File: src/rtl/branch_predictor.sv
// Dynamic branch predictor: direct-mapped BTB plus a PHT of saturating counters
// (bimodal or gshare). Lookup is combinational; training happens at branch resolve.
module branch_predictor #(
  parameter int DATA_WIDTH = 32,
  parameter int BTB_IDX_W  = 4,
  parameter int PHT_IDX_W  = 8,
  parameter int GHR_WIDTH  = 8,
  parameter int CTR_WIDTH  = 2,
  parameter int GSHARE     = 1
) (
  input  logic                  clk,
  input  logic                  rst,
  input  logic [DATA_WIDTH-1:0] if_pc,
  output logic                  pred_taken,
  output logic [DATA_WIDTH-1:0] pred_target,
  output logic [GHR_WIDTH-1:0]  pred_ghr,
  input  logic                  upd_valid,
  input  logic [DATA_WIDTH-1:0] upd_pc,
  input  logic                  upd_is_branch,
  input  logic                  upd_is_jump,
  input  logic                  upd_taken,
  input  logic [DATA_WIDTH-1:0] upd_target,
  input  logic                  upd_pred_taken,
  input  logic [DATA_WIDTH-1:0] upd_pred_target,
  input  logic [GHR_WIDTH-1:0]  upd_ghr,
  output logic                  mispredict,
  output logic [DATA_WIDTH-1:0] redirect_pc,
  output logic [31:0]           branch_count,
  output logic [31:0]           mispredict_count
);

  localparam int BTB_N = 1 << BTB_IDX_W;
  localparam int PHT_N = 1 << PHT_IDX_W;
  localparam int TAG_W = DATA_WIDTH - BTB_IDX_W - 2;
  localparam logic [CTR_WIDTH-1:0] CTR_INIT = CTR_WIDTH'((1 << (CTR_WIDTH - 1)) - 1);
  localparam logic [CTR_WIDTH-1:0] CTR_MAX  = '1;

  logic                  btb_valid  [BTB_N];
  logic [TAG_W-1:0]      btb_tag    [BTB_N];
  logic [DATA_WIDTH-1:0] btb_target [BTB_N];
  logic                  btb_jump   [BTB_N];
  logic [CTR_WIDTH-1:0]  pht_ctr    [PHT_N];

  logic [GHR_WIDTH-1:0]  ghr_reg;
  logic [31:0]           branch_count_reg;
  logic [31:0]           mispredict_count_reg;

  logic [BTB_IDX_W-1:0]  look_btb_idx;
  logic [TAG_W-1:0]      look_tag;
  logic [PHT_IDX_W-1:0]  look_pht_idx;
  logic [CTR_WIDTH-1:0]  look_ctr;
  logic                  btb_hit;

  logic [BTB_IDX_W-1:0]  upd_btb_idx;
  logic [TAG_W-1:0]      upd_tag;
  logic [PHT_IDX_W-1:0]  upd_pht_idx;
  logic                  upd_fire;
  logic                  btb_wr;
  logic                  pht_wr;
  logic                  unused_pc_bits;

  // Instruction addresses are word aligned, so the low two PC bits never index anything.
  assign unused_pc_bits = ^{if_pc[1:0], upd_pc[1:0]};

  // Lookup path
  assign look_btb_idx = if_pc[BTB_IDX_W+1:2];
  assign look_tag     = if_pc[DATA_WIDTH-1:BTB_IDX_W+2];
  assign look_pht_idx = if_pc[PHT_IDX_W+1:2] ^ ((GSHARE != 0) ? PHT_IDX_W'(ghr_reg) : '0);
  assign look_ctr     = pht_ctr[look_pht_idx];
  assign btb_hit      = btb_valid[look_btb_idx] && (btb_tag[look_btb_idx] == look_tag);
  assign pred_taken   = btb_hit && (btb_jump[look_btb_idx] || look_ctr[CTR_WIDTH-1]);
  assign pred_target  = pred_taken ? btb_target[look_btb_idx] : (if_pc + DATA_WIDTH'(4));
  assign pred_ghr     = ghr_reg;

  // Resolve path; the PHT is trained with the history the instruction was predicted under
  assign upd_btb_idx = upd_pc[BTB_IDX_W+1:2];
  assign upd_tag     = upd_pc[DATA_WIDTH-1:BTB_IDX_W+2];
  assign upd_pht_idx = upd_pc[PHT_IDX_W+1:2] ^ ((GSHARE != 0) ? PHT_IDX_W'(upd_ghr) : '0);
  assign upd_fire    = upd_valid && (upd_is_branch || upd_is_jump);
  assign btb_wr      = upd_fire && upd_taken;
  assign pht_wr      = upd_fire && upd_is_branch;

  assign mispredict  = upd_fire &&
                       ((upd_taken != upd_pred_taken) ||
                        (upd_taken && (upd_target != upd_pred_target)));
  assign redirect_pc = !upd_valid ? '0 :
                       (upd_taken ? upd_target : (upd_pc + DATA_WIDTH'(4)));

  assign branch_count     = branch_count_reg;
  assign mispredict_count = mispredict_count_reg;

  genvar gi;
  generate
    for (gi = 0; gi < BTB_N; gi++) begin : g_btb
      logic                  valid_reg;
      logic                  jump_reg;
      logic [TAG_W-1:0]      tag_reg;
      logic [DATA_WIDTH-1:0] target_reg;
      logic                  wr_sel;

      assign wr_sel = btb_wr && (upd_btb_idx == BTB_IDX_W'(gi));

      always_ff @(posedge clk) begin
        if (rst) begin
          valid_reg <= 1'b0;
        end else if (wr_sel) begin
          valid_reg <= 1'b1;
        end
      end

      // Payload needs no reset: it is only observed through a set valid bit.
      always_ff @(posedge clk) begin
        if (!rst && wr_sel) begin
          tag_reg    <= upd_tag;
          target_reg <= upd_target;
          jump_reg   <= upd_is_jump;
        end
      end

      assign btb_valid[gi]  = valid_reg;
      assign btb_tag[gi]    = tag_reg;
      assign btb_target[gi] = target_reg;
      assign btb_jump[gi]   = jump_reg;
    end

    for (gi = 0; gi < PHT_N; gi++) begin : g_pht
      logic [CTR_WIDTH-1:0] ctr_reg;

      always_ff @(posedge clk) begin
        if (rst) begin
          ctr_reg <= CTR_INIT;
        end else if (pht_wr && (upd_pht_idx == PHT_IDX_W'(gi))) begin
          if (upd_taken) begin
            if (ctr_reg != CTR_MAX) ctr_reg <= ctr_reg + CTR_WIDTH'(1);
          end else begin
            if (ctr_reg != '0) ctr_reg <= ctr_reg - CTR_WIDTH'(1);
          end
        end
      end

      assign pht_ctr[gi] = ctr_reg;
    end
  endgenerate

  // History only advances on resolved conditional branches, never speculatively.
  always_ff @(posedge clk) begin
    if (rst) begin
      ghr_reg              <= '0;
      branch_count_reg     <= '0;
      mispredict_count_reg <= '0;
    end else begin
      if (pht_wr) ghr_reg <= (ghr_reg << 1) | GHR_WIDTH'(upd_taken);
      if (upd_fire) branch_count_reg <= branch_count_reg + 32'd1;
      if (mispredict) mispredict_count_reg <= mispredict_count_reg + 32'd1;
    end
  end

endmodule

File: config.mk
export PLATFORM = sky130hd
export DESIGN_NAME = branch_predictor
export DESIGN_NICKNAME = d
export VERILOG_FILES = /design/src/rtl/branch_predictor.sv
export SDC_FILE = /design/constraint.sdc
export NUM_CORES = 2
export LEC_CHECK = 0
export BUFFER_PORTS_ARGS = -buffer_cell sky130_fd_sc_hd__buf_2
export CAP_MARGIN = 20
export CORE_MARGIN = 2
export CORE_UTILIZATION = 50
export DETAILED_ROUTE_END_ITERATION = 12
export PLACE_DENSITY_LB_ADDON = 0.12
export SYNTH_ARGS = -nofsm -noshare
export SYNTH_HDL_FRONTEND = slang
export SYNTH_SLANG_ARGS = --single-unit
File: constraint.sdc
create_clock -name clk -period 5.1 [get_ports clk]
set_input_delay 0.255 -clock clk [delete_from_list [all_inputs] [get_ports clk]]
set_output_delay 0.255 -clock clk [all_outputs]
set_load 0.01 [all_outputs]
=== After elaboration in Yosys (flattened, before gate mapping) ===
Cells that the tools add are included.

* Add/sub/neg operators: 516
* Magnitude comparators: 2
* Equal/unequal tests: 785
* Multiplexer cells: 786
* Bitwise logic cells: 5
* Reductions and logical operators: 1069

{| class="wikitable"
|+ Operators by type and width
! cell !! count
|-
| $mux 2 || 770
|-
| $eq 8x8->1 const B || 128
|-
| $reduce_bool 2->1 || 512
|-
| $reduce_and 3->1 || 256
|-
| $add 2x1->2 const B || 256
|-
| $eq 8x7->1 const B || 64
|-
| $ne 2x1->1 const B || 256
|-
| $ne 2x2->1 const B || 256
|-
| $sub 2x1->2 const B || 256
|-
| $logic_and 1x1->1 || 295
|-
| $eq 8x6->1 const B || 32
|-
| $mux 32 || 5
|-
| $bmux 32 s4 || 1
|-
| $eq 8x5->1 const B || 16
|-
| $bmux 26 s4 || 1
|-
| $add 32x1->32 const B || 2
|-
| $add 32x3->32 const B || 2
|-
| $eq 8x4->1 const B || 8
|-
| $mux 26 || 2
|-
| $eq 4x4->1 const B || 8
|-
| $eq 8x3->1 const B || 4
|-
| $ne 32x32->1 || 1
|-
| $eq 26x26->1 || 1
|-
| $bmux 2 s8 || 1
|-
| other kinds (18) || 30
|}

* Register bits after elaboration: 1544
* Bits of input ports: 143
* Output and inout port bits: 138
* Word-level logic and storage cells: 3486

=== Depth between registers and ports, before layout ===
* Depth in word-level cells: 8
* Gate-level depth with buffers: 15
* Depth with buffers taken out: 9

=== Worst setup path after synthesis ===
Ideal clock, no wire load.

* Kind: input to register
* From: in upd_taken
* To: reg g_btb[13].jump_reg (enable)
* Setup time: 0.476 ns
* Data arrival time: 4.655 ns
* Data required time: 4.624 ns
* Slack: -0.031 ns
* Stages: 8
* Path buffers: 6
* Path through: clkbuf_1 clkbuf_1 clkbuf_1 clkbuf_1 clkbuf_1 clkbuf_1 nand3_1 nor2_1

* Cells in the longest elaborated chain, start to end: 3

{| class="wikitable"
|+ RTL lines
! what !! line !! source
|-
| start, declared || 21 || <nowiki>input logic upd_taken,</nowiki>
|-
| $logic_and 1x1->1 || 80 || <nowiki>assign btb_wr = upd_fire && upd_taken;</nowiki>
|-
| $logic_and 1x1->1 || 101 || <nowiki>assign wr_sel = btb_wr && (upd_btb_idx == BTB_IDX_W'(gi));</nowiki>
|-
| $logic_and 1x1->1 || 113 || <nowiki>if (!rst && wr_sel) begin</nowiki>
|-
| end signal, assigned || 116 || <nowiki>jump_reg <= upd_is_jump;</nowiki>
|-
| end, declared || 96 || <nowiki>logic jump_reg;</nowiki>
|}

Every way passes these cells.
A chain may end at the register's enable or synchronous reset.

=== Final worst setup path ===
* From: reg g_btb[11].tag_reg[1]
* To: out pred_target[24]

* Cells in the longest elaborated chain, start to end: 7

{| class="wikitable"
|+ RTL lines
! what !! line !! source
|-
| start, declared || 97 || <nowiki>logic [TAG_W-1:0] tag_reg;</nowiki>
|-
| start signal, assigned || 114 || <nowiki>tag_reg <= upd_tag;</nowiki>
|-
| $bmux 26 s4 || 70 || <nowiki>assign btb_hit = btb_valid[look_btb_idx] && (btb_tag[look_btb_idx] == look_tag);</nowiki>
|-
| $mux 26 (implied by the code) (2 in a row) || 70 ||
|-
| $eq 26x26->1 || 70 ||
|-
| $logic_and 1x1->1 || 70 ||
|-
| $logic_and 1x1->1 || 71 || <nowiki>assign pred_taken = btb_hit && (btb_jump[look_btb_idx] || look_ctr[CTR_WIDTH-1]);</nowiki>
|-
| $mux 32 || 72 || <nowiki>assign pred_target = pred_taken ? btb_target[look_btb_idx] : (if_pc + DATA_WIDTH'(4));</nowiki>
|-
| end, declared || 15 || <nowiki>output logic [DATA_WIDTH-1:0] pred_target,</nowiki>
|}

Every way passes these cells. The select of a mux whose other input is x is not followed.

==> out/results.ini <==
[critical_path]
crit_type=register to output pin
cp-end-kind=output pin
cpPeakStageDelay_ns=0.90
worst-path-buf-inv=2
crit_family=simple AND/OR/NAND/NOR gates
required_ns=4.85
worstPathArrival_ns=4.74
critPathSlowestCell=nor4_2
worstSetupStartpointType=register
crit_fanout=16
path_cells=mux4_2 > mux2i_1 > xor2_1 > nand2_1 > a2111oi_0 > a31oi_1 > nor4_2 > and4bb_4 > buf_12 > mux2_4 > buf_2

[placed_design]
io_buffers=280
hpwl_mm=127
dp.cells=8087
gp_congestion=0.938

[route]
first_pass_iters=6
post-route-drc-count=0
wl_per_cell_um=24.9
ant_nets=0
viasPerCell=6.21
vias=52600
drt_iter0_drc=6145
routed_wl_mm=211

[cells_and_area]
num-fill-cells=11500
syn2layout_area_growth_pct=14.3
num-nets-final=6590
drive_gt1_share_pct=16.3
final_cells=8477
final_core_util_pct=57.5

[die]
num_io_pins=281
rows=138
dieArea_um2=145000
die_x_um=381
start_util_pct=50.3
core-area_um2=141000
die_h_um=381

[status]
outcome=finished, final reports clean

[clock_tree]
htree_levels=4
numClockSinks=1544
root_buffer=clkbuf_16
path_clk_slew_ns=0.06
clkLatencyLatePin_ns=0.81
tritoncts=yes
cts_buffers=166
cts_buffer_depth=3

[logic_synthesis]
ys_ff_latch=1544
synth_top_family_by_area=compound AO/OA/AOI/OAI gates
synthCells=6241
synth_fa_ha_area_share_pct=0.123
ys_seq_area_share_pct=56.8
synthFlopType=edfxtp_1
synth_compound_area_share_pct=13.9
synth_async_sr_flop_share_pct=0
synthMuxAreaShare_pct=11.8
synth_enable_flop_cells=944
synth_area_leader_cell=edfxtp_1
synth.distinct_cells=72
synth_top_area_share_pct=39.9
syn_nets=6391
synth-simple-area-share_pct=11.7
ys_top_cells_by_area=edfxtp_1 (40%), dfxtp_1 (17%), mux4_2 (9.7%), o21ai_0 (8.2%), nand2b_1 (2.7%)
syn_area_um2=71000
synth_xor_area_share_pct=2.56
yosys_warnings=0
synth.avg_cell_area_um2=11.4

[timing]
skew_ns=0.0365
finalSetupViolations=0
tns_ns=0
finalHoldViolCount=0
slew_viol_final=0
finalCritPeriodShare_pct=98.0
rsz0062_at_grt=false
max-slew-margin-rel_pct=22.0
hold-worst-slack_ns=0.280
worst_pin_slew_ns=1.17
fin_crit_ns=5.00
clock.fmax_mhz=200

[hold_path]
worstHoldPathType=input pin to register

[pwr]
power.switching_uw=6690
power.internal_uw=21300
irDropWorstVdd_uv=334
p_seq_share_pct=48.2
comb_power_share_pct=7.3
p_per_area_nw_per_um2=344
leakage_uw=0.0275
switching_share_pct=23.9
pwr-share-clk_pct=44.5

[global_routing]
grt_overflow=0
grt_pass1_wl_mm=310
grt_pass1_vias=48000
grt.total_usage_pct=28.3
grt_max_degree=280
antenna_found_initial=19

[flow_run]
cap_viol_max_count=0

[power by group through the flow]
stage          Combinational, µW  Clock [µW]  Sequential (µW)
4_1_cts                     2000       12600            13500
3_3_place_gp                1910           0            13700
5_1_grt                     2160       13100            13500
3_5_place_dp                1930           0            13700
2_1_floorplan               1160           0            13700
6_report                    2040       12400            13500
[cell usage after synthesis (13+ instances only)]
library cell	count
o21ai_0	1160
edfxtp_1	944
dfxtp_1	600
nor2_1	475
nand2_1	404
clkbuf_1	369
nand2b_1	310
mux4_2	306
a21oi_1	285
and3_1	244
a31oi_1	209
xor2_1	115
nand3_1	114
mux2i_1	92
xnor2_1	89
inv_1	81
o221ai_1	56
buf_2	43
and2_1	35
nand4_1	30
mux2_4	29
o22ai_1	22
nor3_1	20
a22oi_1	18
buf_1	17
nor4_1	16
o31ai_1	14
or3_1	14
nor2b_1	13
[worst paths after layout]
path | from | to | slack [ns] | cells past startpoint
worst min register to register | g_btb[5].valid_reg | g_btb[5].valid_reg | 0.47 | 2
worst min-delay path | upd_pc[5] | g_btb[8].valid_reg | 0.28 | 3
worst max-delay path | g_btb[11].tag_reg[1] | pred_target[24] | 0.10 | 11
worst max register to register | branch_count[0] | branch_count[30] | 2.56 | 8
[cells in the final DEF (no fill, tap or decap), types with 92 or more instances in the layout]
master,n
o21ai_0,1160
buf_2,275
a21oi_1,285
nand2_1,404
buf_4,103
mux4_2,306
and3_1,244
nor2_1,428
clkbuf_16,168
nand3_1,114
mux2i_1,92
dfxtp_1,600
edfxtp_1,944
xor2_1,112
nand2b_1,310
a31oi_1,209
[layer usage]
metal  routed length [µm]  up-vias  share of wire [%]  global-route usage [%]
li1                     -    23700                  -                       -
met1                90900    26200                 43                    41.4
met2                93400     2328                 44                    42.2
met3                20200      382                9.6                    5.94
met4                 6160       12                2.9                    9.11
met5                   81        -              0.038                       0
[logic make-up after synthesis]
kind of cell | count (synthesis)
compound gates | 1816
simple gates | 1701
flops | 1544
buf+inv | 530
mux | 437
xor+xnor | 206
fa+ha+maj | 7
[area by class of cell]
class                           instances  area, µm²  area share, %
Tap cell                             1890       2360           2.91
Antenna cell                           12       30.0         0.0370
Timing Repair Buffer                  479       3510           4.33
Multi-Input combinational cell       4168      28900           35.6
Sequential cell                      1544      40400           49.7
Clock buffer                          221       4550           5.61
Inverter                               81        307          0.378
Clock inverter                         82       1110           1.37
[worst min-delay path, delay by kind of cell]
| kind | cells | cell delay (ns) |
|---|---|---|
| and+or+nand+nor | 1 | 0.43 |
| buffers and inverters | 1 | 0.21 |
| AOI/OAI and AO/OA | 1 | 0.12 |
[stage by stage]
stage / area (µm²) / setup WS (ns) / power [µW]
floorplan: 71000 / -0.0313 / 14900
global placement: 74500 / 0.320 / 15600
detailed placement: 74500 / 0.243 / 15700
CTS: 81000 / 0.0595 / 28100
global route: 81100 / 0.0150 / 28700
finish: 81100 / 0.103 / 27900
[repair_timing]
item / CTS / global route
gates resized for setup: 10 / 1
pin swaps: 4 / 1
buffers inserted: 3 / 2
hold buffers: 65 / 0
gates cloned: 2 / 1
hold endpoints to repair: 1047 / 0
endpoints found under the setup margin: 32 / 31
Note: power is estimated with default switching activity, not from simulation.
